[config.mk]
export PLATFORM = sky130hd
export DESIGN_NAME = elevator_request_scheduler
export DESIGN_NICKNAME = d
export VERILOG_FILES = /design/src/rtl/elevator_request_scheduler.sv
export SDC_FILE = /design/constraint.sdc
export NUM_CORES = 1
export LEC_CHECK = 0
export BUFFER_PORTS_ARGS = -buffer_cell sky130_fd_sc_hd__buf_4
export CAP_MARGIN = 0
export CORE_MARGIN = 4
export CORE_UTILIZATION = 48
export DETAILED_ROUTE_END_ITERATION = 10
export PLACE_DENSITY = 0.79
export SLEW_MARGIN = 10
export SYNTH_ARGS = -nofsm -noshare
export SYNTH_HDL_FRONTEND = slang
export SYNTH_SLANG_ARGS = --single-unit
export TNS_END_PERCENT = 50
[constraint.sdc]
create_clock -name clk -period 1.99 [get_ports clk]
set_input_delay 0.597 -clock clk [delete_from_list [all_inputs] [get_ports clk]]
set_output_delay 0.597 -clock clk [all_outputs]
set_load 0.02 [all_outputs]
[src/rtl/elevator_request_scheduler.sv]
// SCAN-policy request scheduler: latches floor calls, dispatches one target at a
// time to the car controller, and holds the door open for a dwell period on arrival.
//
//   state    | meaning
//   ---------+---------------------------------------------------------------
//   IDLE     | no pending calls, waiting for a button press
//   SELECT   | one cycle: pick next target from pending using the sweep direction
//   DISPATCH | target driven on request_floor, waiting for arrival at target
//   DOOR     | door open, dwell timer counting down to terminal count
module elevator_request_scheduler #(
  parameter int FW           = 3,
  parameter int DWELL_CYCLES = 4
) (
  input  logic                  clk,
  input  logic                  rst,
  input  logic [(1<<FW)-1:0]    call_btn,
  input  logic [FW-1:0]         cur_floor,
  input  logic                  complete,
  input  logic                  timer_alert,
  input  logic                  weight_alert,
  output logic [FW-1:0]         request_floor,
  output logic                  req_valid,
  output logic                  door_open,
  output logic [(1<<FW)-1:0]    pending,
  output logic                  dir_up,
  output logic                  busy
);

  localparam int FLOORS = 1 << FW;
  localparam int CW     = (DWELL_CYCLES > 1) ? $clog2(DWELL_CYCLES) : 1;
  localparam logic [CW-1:0] DWELL_LOAD = CW'(DWELL_CYCLES - 1);

  typedef enum logic [1:0] {
    S_IDLE     = 2'd0,
    S_SELECT   = 2'd1,
    S_DISPATCH = 2'd2,
    S_DOOR     = 2'd3
  } state_t;

  state_t              state, state_nxt;
  logic [FLOORS-1:0]   pending_nxt;
  logic [FLOORS-1:0]   set_mask;
  logic [FLOORS-1:0]   clr_mask;
  logic [FW-1:0]       request_floor_nxt;
  logic                dir_up_nxt;
  logic [CW-1:0]       dwell_cnt, dwell_cnt_nxt;

  logic                above_hit, below_hit;
  logic [FW-1:0]       above_idx, below_idx;
  logic                service;

  // Nearest pending floor strictly above and strictly below the car.
  always_comb begin
    above_hit = 1'b0;
    above_idx = '0;
    below_hit = 1'b0;
    below_idx = '0;
    for (int f = FLOORS - 1; f >= 0; f--) begin
      if (pending[f] && (f > int'(cur_floor))) begin
        above_hit = 1'b1;
        above_idx = FW'(f);
      end
    end
    for (int f = 0; f < FLOORS; f++) begin
      if (pending[f] && (f < int'(cur_floor))) begin
        below_hit = 1'b1;
        below_idx = FW'(f);
      end
    end
  end

  // Position match filters out a complete still asserted from the previous target.
  assign service = complete && (cur_floor == request_floor) && !timer_alert && !weight_alert;

  always_comb begin
    state_nxt         = state;
    request_floor_nxt = request_floor;
    dir_up_nxt        = dir_up;
    dwell_cnt_nxt     = dwell_cnt;
    set_mask          = call_btn;
    clr_mask          = '0;

    case (state)
      S_IDLE: begin
        if (pending != '0) state_nxt = S_SELECT;
      end

      S_SELECT: begin
        if (pending == '0) begin
          state_nxt = S_IDLE;
        end else begin
          state_nxt = S_DISPATCH;
          if (pending[cur_floor]) begin
            request_floor_nxt = cur_floor;
          end else if (dir_up) begin
            if (above_hit) begin
              request_floor_nxt = above_idx;
            end else begin
              dir_up_nxt        = 1'b0;
              request_floor_nxt = below_idx;
            end
          end else begin
            if (below_hit) begin
              request_floor_nxt = below_idx;
            end else begin
              dir_up_nxt        = 1'b1;
              request_floor_nxt = above_idx;
            end
          end
        end
      end

      S_DISPATCH: begin
        if (service) begin
          state_nxt                = S_DOOR;
          clr_mask[request_floor]  = 1'b1;
          set_mask[request_floor]  = 1'b0;
          dwell_cnt_nxt            = DWELL_LOAD;
        end
      end

      S_DOOR: begin
        // A press of the floor being served only holds the door; it is never latched.
        set_mask[request_floor] = 1'b0;
        if (weight_alert || call_btn[request_floor]) begin
          dwell_cnt_nxt = DWELL_LOAD;
        end else if (dwell_cnt == '0) begin
          state_nxt = (pending != '0) ? S_SELECT : S_IDLE;
        end else begin
          dwell_cnt_nxt = dwell_cnt - 1'b1;
        end
      end

      default: state_nxt = S_IDLE;
    endcase

    pending_nxt = (pending | set_mask) & ~clr_mask;
  end

  always_ff @(posedge clk) begin
    if (rst) begin
      state         <= S_IDLE;
      pending       <= '0;
      request_floor <= '0;
      dir_up        <= 1'b1;
      dwell_cnt     <= '0;
    end else begin
      state         <= state_nxt;
      pending       <= pending_nxt;
      request_floor <= request_floor_nxt;
      dir_up        <= dir_up_nxt;
      dwell_cnt     <= dwell_cnt_nxt;
    end
  end

  assign req_valid = (state == S_DISPATCH);
  assign door_open = (state == S_DOOR);
  assign busy      = (state != S_IDLE);

endmodule
==> qor.txt, run 1 <==
DP HPWL: 3090 microns
Worst vdd ir: 0.000801 V
Fin crit period: 1890 ps
Most Crowded Layer GR: met2
Synthesized area: 0.00134 sq mm
Largest family of logic cells by synthesized area: compound AO/OA/AOI/OAI gates
Share of layout cells above drive strength 1: 33.2%
RSZ-0062 raised after global routing: false
Hold-fix buffers, CTS: 0
CTS root buf: clkbuf_4
Routing usage on met2: 36.2%
Post-Synth Adder-Cell Area: 0.935%
Power density over the cells: 655 mW/mm^2
Total GRT Usage: 23.0%
Fmax: 530 MHz
Vias in the first global route: 1378
PnR Total Power: 1180 uW
Post-synth ARST share: 0%
Number of flops mapped to enable cells by yosys: 0
Final core occ: 69.9%
Ys flop type: dfxtp_1
Post-synthesis mux area share: 10.5%
Yosys top cell area share: 23.9%
Setup CP Type: register to register
Antenna violations before repair: 0
Vias: 1567
# diodes: 0
Final setup viols: 0
Clk slew on worst S/H paths: 110 ps
Arrival @ worst endpoint: 2130 ps
Seq/Total Area, Yosys: 23.9%
Area delta synth->final: 34.1%
Num ports: 31
Met1 usage: 31.4%
Wire per inst: 15.6 microns
Cells after Synth: 173
Die H: 60.8 microns
Post-CTS sizing: 0
Worst Clk Skew: 12.3 ps
TritonRoute pass-1 iters: 4
Grt total ovfl: 0
Most frequent cell after synthesis: dfxtp_1
Pins Over Slew Limit: 0
Iteration-0 DRC Markers: 102
Max-capacitance violation count: 0
CTS tree: done
Syn Nets: 190
Post-synthesis compound-gate area fraction: 31.5%
Simple-gate portion of the synthesized area: 23.3%
Clock sinks: 16
Cts bufs inserted: 3
Pin count of the biggest net entering global routing: 16
DRC: 0
Bufs on Longest Clock Path: 2
Starting Density: 52.1%
Nets: 241
Post-CTS Setup Inserts: 0
Final TNS setup: 0 ps
Period utilisation layout: 94.8%
Die extent in x: 60.8 microns
Worst Hold Slack: 487 ps
Leakage: 0.000782 uW
Synth cell types: 50
H-tree level count: 1
Worst slew margin: 77.4%
Crit Path Max Fanout: 7
Die area: 0.00369 sq mm
Most area-consuming cells after synthesis: dfxtp_1 (24%), a21oi_1 (5.2%), a211oi_1 (5.1%), mux4_2 (5.1%), nor2_1 (3.9%)
Final ANT Viol Nets: 0
First-pass GRT wire length: 6440 microns
Post-synth top cells: dfxtp_1 (16), a21oi_1 (14), nor2_1 (14)
#FFs+latches synth: 16
Met3 Track Usage GR: 6.81%
Setup crit end kind: register
Final Wtd Congestion: 0.907
Slew @ Worst Pin: 338 ps
Yosys Warn Count: 0
Status: finished clean
Avg Inst Size Synth: 7.73 sq um
Tightest Hold Check Type: register to register
Site Rows: 18
Skew-Pair Late Insertion Delay: 300 ps
Area leader, netlist: dfxtp_1
Routed WL: 3950 microns
PortBufs: 30
Critical path startpoint category: register
Vias per inst: 6.19
Core footprint: 0.00257 sq mm
Final hold vios: 0
R2R Setup Slk: 100 ps
Synth Area in XOR/XNOR: 1.96%
CP Data Required Time: 2240 ps
## layout by cell type (no fill, tap or decap), drive strengths merged, types with 4 or more instances in the layout
cell type | synthesis | layout
a31oi | 5 | 5
clkbuf | 4 | 4
nor2 | 14 | 14
nand2b | 4 | 4
nand2 | 13 | 13
o21ai | 10 | 10
and2 | 4 | 4
a21oi | 14 | 14
nor2b | 4 | 4
inv | 10 | 10
a211oi | 10 | 10
nand3 | 7 | 7
dfxtp | 16 | 16
buf | 8 | 58
mux2i | 5 | 5
## cell type report
class,instances,area [sq um]
Clock buffer,4,36.3
Fill cell,218,773
Inverter,10,37.5
Multi-Input combinational cell,135,912
Sequential cell,16,323
Tap cell,30,37.5
Timing Repair Buffer,58,448
## per-layer routing
layer,up-vias,wire [microns]
li1,751,-
met3,8,258
met4,0,55
met2,62,1890
met5,-,0
met1,746,1750
## cell families after synthesis
logic type / after synthesis
multiplexers: 10
adder cells (fa/ha/maj): 1
AND/OR/NAND/NOR: 59
flip-flops: 16
XOR/XNOR: 3
AO/OA/AOI/OAI: 62
buffers and inverters: 22
## critical path, cell delays in order (launching register included)
cell	delay, ps
dfxtp_1	490
nor2_1	120
and4_1	260
or3b_1	450
a211oi_1	340
o31a_1	190
## where the power goes
part	switching, uW	internal (uW)	leakage [uW]
combinational	269	260	0.000628
clock	111	112	0.0000210
sequential	65.8	358	0.000133
## sequential cells by signal (all words and copies together), names as in the netlist, named ones only
name,count
request_floor,3
pending,8
state,1
dir_up,1
dwell_cnt,2
## worst paths after layout
path                              from                             to  depth (start not counted)
max              pending[5]$_SDFF_PP0_  request_floor[1]$_SDFFE_PP0P_                          5
min          dwell_cnt[1]$_SDFFE_PP0P_      dwell_cnt[1]$_SDFFE_PP0P_                          2
max reg2reg      pending[5]$_SDFF_PP0_  request_floor[1]$_SDFFE_PP0P_                          5
min reg2reg  dwell_cnt[1]$_SDFFE_PP0P_      dwell_cnt[1]$_SDFFE_PP0P_                          2
## stage by stage
step | worst slack (ps) | instances | instance area (sq um)
after floorplan | 82.6 | 173 | 1340
after global placement | -131 | 249 | 1760
after detailed placement | -120 | 249 | 1760
after CTS | 48.7 | 253 | 1790
after global routing | 18.6 | 253 | 1790
final | 104 | 253 | 1790
Power figures use the tool's default switching activity.
==> run 2, diff against run 1 <==
CORE_UTILIZATION = 50   (was 48)
CTS_BUF_LIST = sky130_fd_sc_hd__clkbuf_2 sky130_fd_sc_hd__clkbuf_4 sky130_fd_sc_hd__clkbuf_8   (was default)
PLACE_DENSITY = 0.82   (was 0.79)
==> qor.txt, run 2 (synthesis gave the netlist of run 1 again) <==
Worst Clk Skew: 12.2 ps (-0.118 ps)
Wire per inst: 16.5 microns (+5.4%)
Die extent in x: 59.7 microns (-1.8%)
Tightest Hold Check Type: register to register
Iteration-0 DRC Markers: 121 (+19%)
Place WS: -117 ps (+2.65 ps)
Largest reg by FF count: pending
DP HPWL: 3270 microns (+5.8%)
Skew-Pair Late Insertion Delay: 290 ps (about the same)
TritonRoute pass-1 iters: 4 (unchanged)
Share of layout cells above drive strength 1: 33.2% (unchanged)
First-pass GRT wire length: 6560 microns (+1.9%)
Pin count of the biggest net entering global routing: 16 (unchanged)
Vias per inst: 6.11 (-1.3%)
DRC: 0 (unchanged)
# diodes: 0 (unchanged)
Reg2Reg Depth: 5 (unchanged)
Final Non-Filler Cells: 253 (unchanged)
Period utilisation layout: 94.6% (-0.13 points)
Final TNS setup: 0 ps (unchanged)
Antenna violations before repair: 0 (unchanged)
Worst Hold Depth: 2 (unchanged)
Die H: 59.7 microns (-1.8%)
Worst vdd ir: 0.000568 V (-29%)
Critical path startpoint category: register
Final hold vios: 0 (unchanged)
Core footprint: 0.00252 sq mm (-1.8%)
Die area: 0.00357 sq mm (-3.5%)
CP max-delay cell: dfxtp_1
Setup crit end kind: register
H-tree level count: 1 (unchanged)
PnR Total Power: 1180 uW (+0.36%)
Final setup margin: 107 ps (+2.59 ps)
Most frequent cells in the layout: buf_4 (58), dfxtp_1 (15), nor2_1 (14), a21oi_1 (14), nand2_1 (13)
RSZ-0062 raised after global routing: false
Total GRT Usage: 24.0% (+1.0 points)
Area delta synth->final: 33.2%
Min-delay src: dwell_cnt[1]$_SDFFE_PP0P_
CP Data Required Time: 2240 ps (about the same)
R2R Setup Slk: 110 ps (about the same)
Worst slew margin: 75.8% (-1.6 points)
Routed WL: 4170 microns (+5.4%)
CTS root buf: clkbuf_4
Grt total ovfl: 0 (unchanged)
Most common cell after layout, fill and taps aside: buf_4
Final setup viols: 0 (unchanged)
Arrival @ worst endpoint: 2130 ps (about the same)
Power density over the cells: 662 mW/mm^2 (+1.1%)
Fin crit period: 1880 ps (-2.59 ps)
Cts bufs inserted: 3 (unchanged)
Sequence of cells on the critical path: nor2_1, and4_1, or3b_1, a211oi_1, o31a_1
Clk slew on worst S/H paths: 100 ps (about the same)
Bufs on Longest Clock Path: 2 (unchanged)
Leakage: 0.000779 uW (-0.36%)
Pins Over Slew Limit: 0 (unchanged)
Top flop regs: pending x8, request_floor x3, dwell_cnt x2
Nets: 241 (unchanged)
CP peak stage delay: 520 ps (+30 ps)
Hold-fix buffers, CTS: 0 (unchanged)
Status: finished clean
Vias in the first global route: 1522 (+10%)
CTS tree: done
Slew @ Worst Pin: 360 ps (+22.1 ps)
Hold Crit Endpoint: dwell_cnt[1]$_SDFFE_PP0P_
Setup CP Type: register to register
Vias: 1547 (-1.3%)
Final ANT Viol Nets: 0 (unchanged)
Crit Path Max Fanout: 10 (+3)
Reg2reg start: pending[4]$_SDFF_PP0_
Site Rows: 18 (unchanged)
Max-capacitance violation count: 0 (unchanged)
R2r endpoint: request_floor[1]$_SDFFE_PP0P_
Num ports: 31 (unchanged)
Fmax: 531 MHz (+0.14%)
Starting Density: 53.0% (+0.93 points)
Post-placement cell count: 249 (unchanged)
Final Wtd Congestion: 0.883 (-2.7%)
PortBufs: 30 (unchanged)
Clock sinks: 16 (unchanged)
Post-CTS Setup Inserts: 0 (unchanged)
Largest register FFs: 8 (unchanged)
Worst Hold Slack: 515 ps (+28.3 ps)
[run 2: metal layers]
metal	track usage, %	part of all wire, %	vias up
met4	8.54	0.79	0
li1	-	-	749
met3	4.54	7.1	4
met2	42.9	52	66
met1	28.3	40	728
met5	0	0	-
[run 2: power by group]
group          internal [uW]  switching, uW
Combinational            264            280
Clock                    112            107
Sequential               358           59.5
Total                    734            446
[run 2: critical path: cells and delay by family, from the launching register on]
kind | cells | cell delay (ps)
flops | 1 | 520
simple gates | 3 | 790
compound gates | 2 | 520
[run 2: what timing repair did]
item,in CTS,in global routing
endpoints found under the setup margin,0,3
resized for setup,0,2
endpoints found under the hold margin,0,0
[run 2: how the worst max path moves through the flow]
stage	start	to	slack (ps)	cells after the start
final	pending[4]$_SDFF_PP0_	request_floor[1]$_SDFFE_PP0P_	110	5
after global routing	pending[4]$_SDFF_PP0_	request_floor[0]$_SDFFE_PP0P_	30	6
after CTS	register	door_open	60	2
after detailed placement	cur_floor[0]	request_floor[1]$_SDFFE_PP0P_	-120	7
after global placement	cur_floor[1]	request_floor[0]$_SDFFE_PP0P_	-70	7
after floorplan	call_btn[7]	register	80	6
[run 2: layout make-up]
| type | instances | area [sq um] |
|---|---|---|
| fill | 204 | 741 |
| tap | 30 | 37.5 |
| inverter | 10 | 37.5 |
| timing repair buffer | 58 | 435 |
| sequential | 16 | 322 |
| clock buffer | 4 | 36.3 |
| multi-input combinational | 135 | 913 |
[run 2: stage by stage]
stage	utilization, %	cell area (sq um)
final	70.6	1780
after global routing	70.6	1780
after CTS	70.5	1780
after detailed placement	69.1	1740
after global placement	69.1	1740
after floorplan	-	1340
==> run 3, diff against run 2 <==
CORE_ASPECT_RATIO = 0.5   (was default)
==> qor.txt, run 3 (synthesis gave the netlist of run 1 again) <==
Status: finished clean
Worst slew margin: 75.2% (-0.60 points)
Sequence of cells on the critical path: buf_4, nand2b_1, a211oi_1, nor2_1, a31oi_1, mux2i_1, o21ai_1
Core footprint: 0.00237 sq mm (-6.0%)
Vias: 1572 (+1.6%)
Nets: 243 (+0.83%)
Die area: 0.00362 sq mm (+1.4%)
PortBufs: 30 (unchanged)
Final TNS setup: 0 ps (unchanged)
Hold-fix buffers, CTS: 0 (unchanged)
First-pass GRT wire length: 6760 microns (+3.1%)
CP Data Required Time: 2120 ps (-120 ps)
Skew-Pair Late Insertion Delay: 250 ps (-40 ps)
Multi-input logic area: 912 sq um (-0.14%)
Arrival @ worst endpoint: 2040 ps (-90 ps)
CP max-delay cell: a211oi_1
Pin count of the biggest net entering global routing: 16 (unchanged)
Max-capacitance violation count: 0 (unchanged)
Post-CTS sizing: 0 (unchanged)
Cts bufs inserted: 3 (unchanged)
Fmax: 524 MHz (-1.3%)
Setup CP Type: primary input to register
Most frequent cells in the layout: buf_4 (60), nor2_1 (14), a21oi_1 (14), dfxtp_1 (14), nand2_1 (13)
Area delta synth->final: 36.2%
Final setup viols: 0 (unchanged)
Leakage: 0.000796 uW (+2.2%)
Vias in the first global route: 1452 (-4.6%)
Setup crit end kind: register
Cell family with most CP delay: compound AO/OA/AOI/OAI gates
Starting Density: 56.4% (+3.4 points)
Largest register FFs: 8 (unchanged)
Top flop regs: pending x8, request_floor x3, dwell_cnt x2
Vias per inst: 6.05 (-1.1%)
Total GRT Usage: 24.3% (+0.32 points)
Share of layout cells above drive strength 1: 33.8% (+0.59 points)
Period utilisation layout: 95.9% (+1.2 points)
Crit Path Max Fanout: 8 (-2)
Most common cell after layout, fill and taps aside: buf_4
Iteration-0 DRC Markers: 204 (+69%)
Routed WL: 4120 microns (-1.1%)
Fill count: 182 (-11%)
Critical path startpoint category: primary input
RSZ-0062 raised after global routing: false
Worst Clk Skew: 1.68 ps (-10.5 ps)
Placed Area: 0.00176 sq mm (+1.2%)
Power density over the cells: 687 mW/mm^2 (+3.8%)
DP HPWL: 3170 microns (-2.9%)
Final Wtd Congestion: 0.888 (+0.66%)
Tightest Hold Check Type: register to register
Bufs on Longest Clock Path: 2 (unchanged)
CP bufs+invs: 1 (+1)
Die H: 44.6 microns (-25%)
CTS tree: done
# diodes: 0 (unchanged)
Worst vdd ir: 0.000293 V (-48%)
Largest reg by FF count: pending
Post-CTS Setup Inserts: 0 (unchanged)
Design area: 0.00182 sq mm (+2.2%)
CP peak stage delay: 380 ps (-140 ps)
Clk slew on worst S/H paths: 70 ps (-30 ps)
CTS root buf: clkbuf_8
Wire per inst: 15.9 microns (-3.7%)
H-tree level count: 1 (unchanged)
TritonRoute pass-1 iters: 4 (unchanged)
Antenna violations before repair: 0 (unchanged)
Final ANT Viol Nets: 0 (unchanged)
Final hold vios: 0 (unchanged)
DRC: 0 (unchanged)
Pins Over Slew Limit: 0 (unchanged)
Fin crit period: 1910 ps (+24.7 ps)
Die extent in x: 81.1 microns (+36%)
Slew @ Worst Pin: 367 ps (+6.40 ps)
Storage element area: 323 sq um (+0.39%)
Site Rows: 12 (-6)
Clock sinks: 16 (unchanged)
Num ports: 31 (unchanged)
Grt total ovfl: 0 (unchanged)
-- run 3: stage by stage --
step	setup slack (ps)	instances	util [%]	total power (uW)	hold WS [ps]
after global routing	23.0	260	76.8	1320	517
final	82.4	260	76.8	1250	474
after global placement	-91.3	256	74.4	934	468
after CTS	43.9	260	76.7	1240	482
after floorplan	82.6	173	-	738	449
after detailed placement	-161	256	74.4	950	472
-- run 3: per-layer routing --
metal / global-route usage (%) / vias up / share of wire (%)
met5: 0 / - / 0
met4: 5.72 / 0 / 1.0
met3: 5.49 / 6 / 8.3
met2: 42.3 / 67 / 47
met1: 31.0 / 741 / 43
li1: - / 758 / -
-- run 3: area by class of cell --
class	instances	area share [%]
Multi-Input combinational cell	135	50.1
Timing Repair Buffer	60	24.7
Tap cell	35	2.40
Sequential cell	16	17.7
Clock buffer	4	3.02
Inverter	10	2.06
-- run 3: worst paths after layout --
check	startpoint	endpoint	slack (ps)	cells after the start
hold / removal	dwell_cnt[1]$_SDFFE_PP0P_	dwell_cnt[1]$_SDFFE_PP0P_	470	2
setup / recovery	cur_floor[1]	request_floor[0]$_SDFFE_PP0P_	80	7
setup reg to reg	pending[1]$_SDFF_PP0_	request_floor[1]$_SDFFE_PP0P_	130	5
hold reg to reg	dwell_cnt[1]$_SDFFE_PP0P_	dwell_cnt[1]$_SDFFE_PP0P_	470	2
-- run 3: power by group --
part	switching, uW	internal, uW	total, uW
sequential	69.0	359	428
clock	117	176	293
combinational	273	258	532
total	459	793	1250
-- run 3: worst reg2reg max path, delay by kind of cell, from the launching register on --
kind / cells / cell delay (ps)
AOI/OAI and AO/OA: 2 / 510
DFF: 1 / 510
and+or+nand+nor: 3 / 800
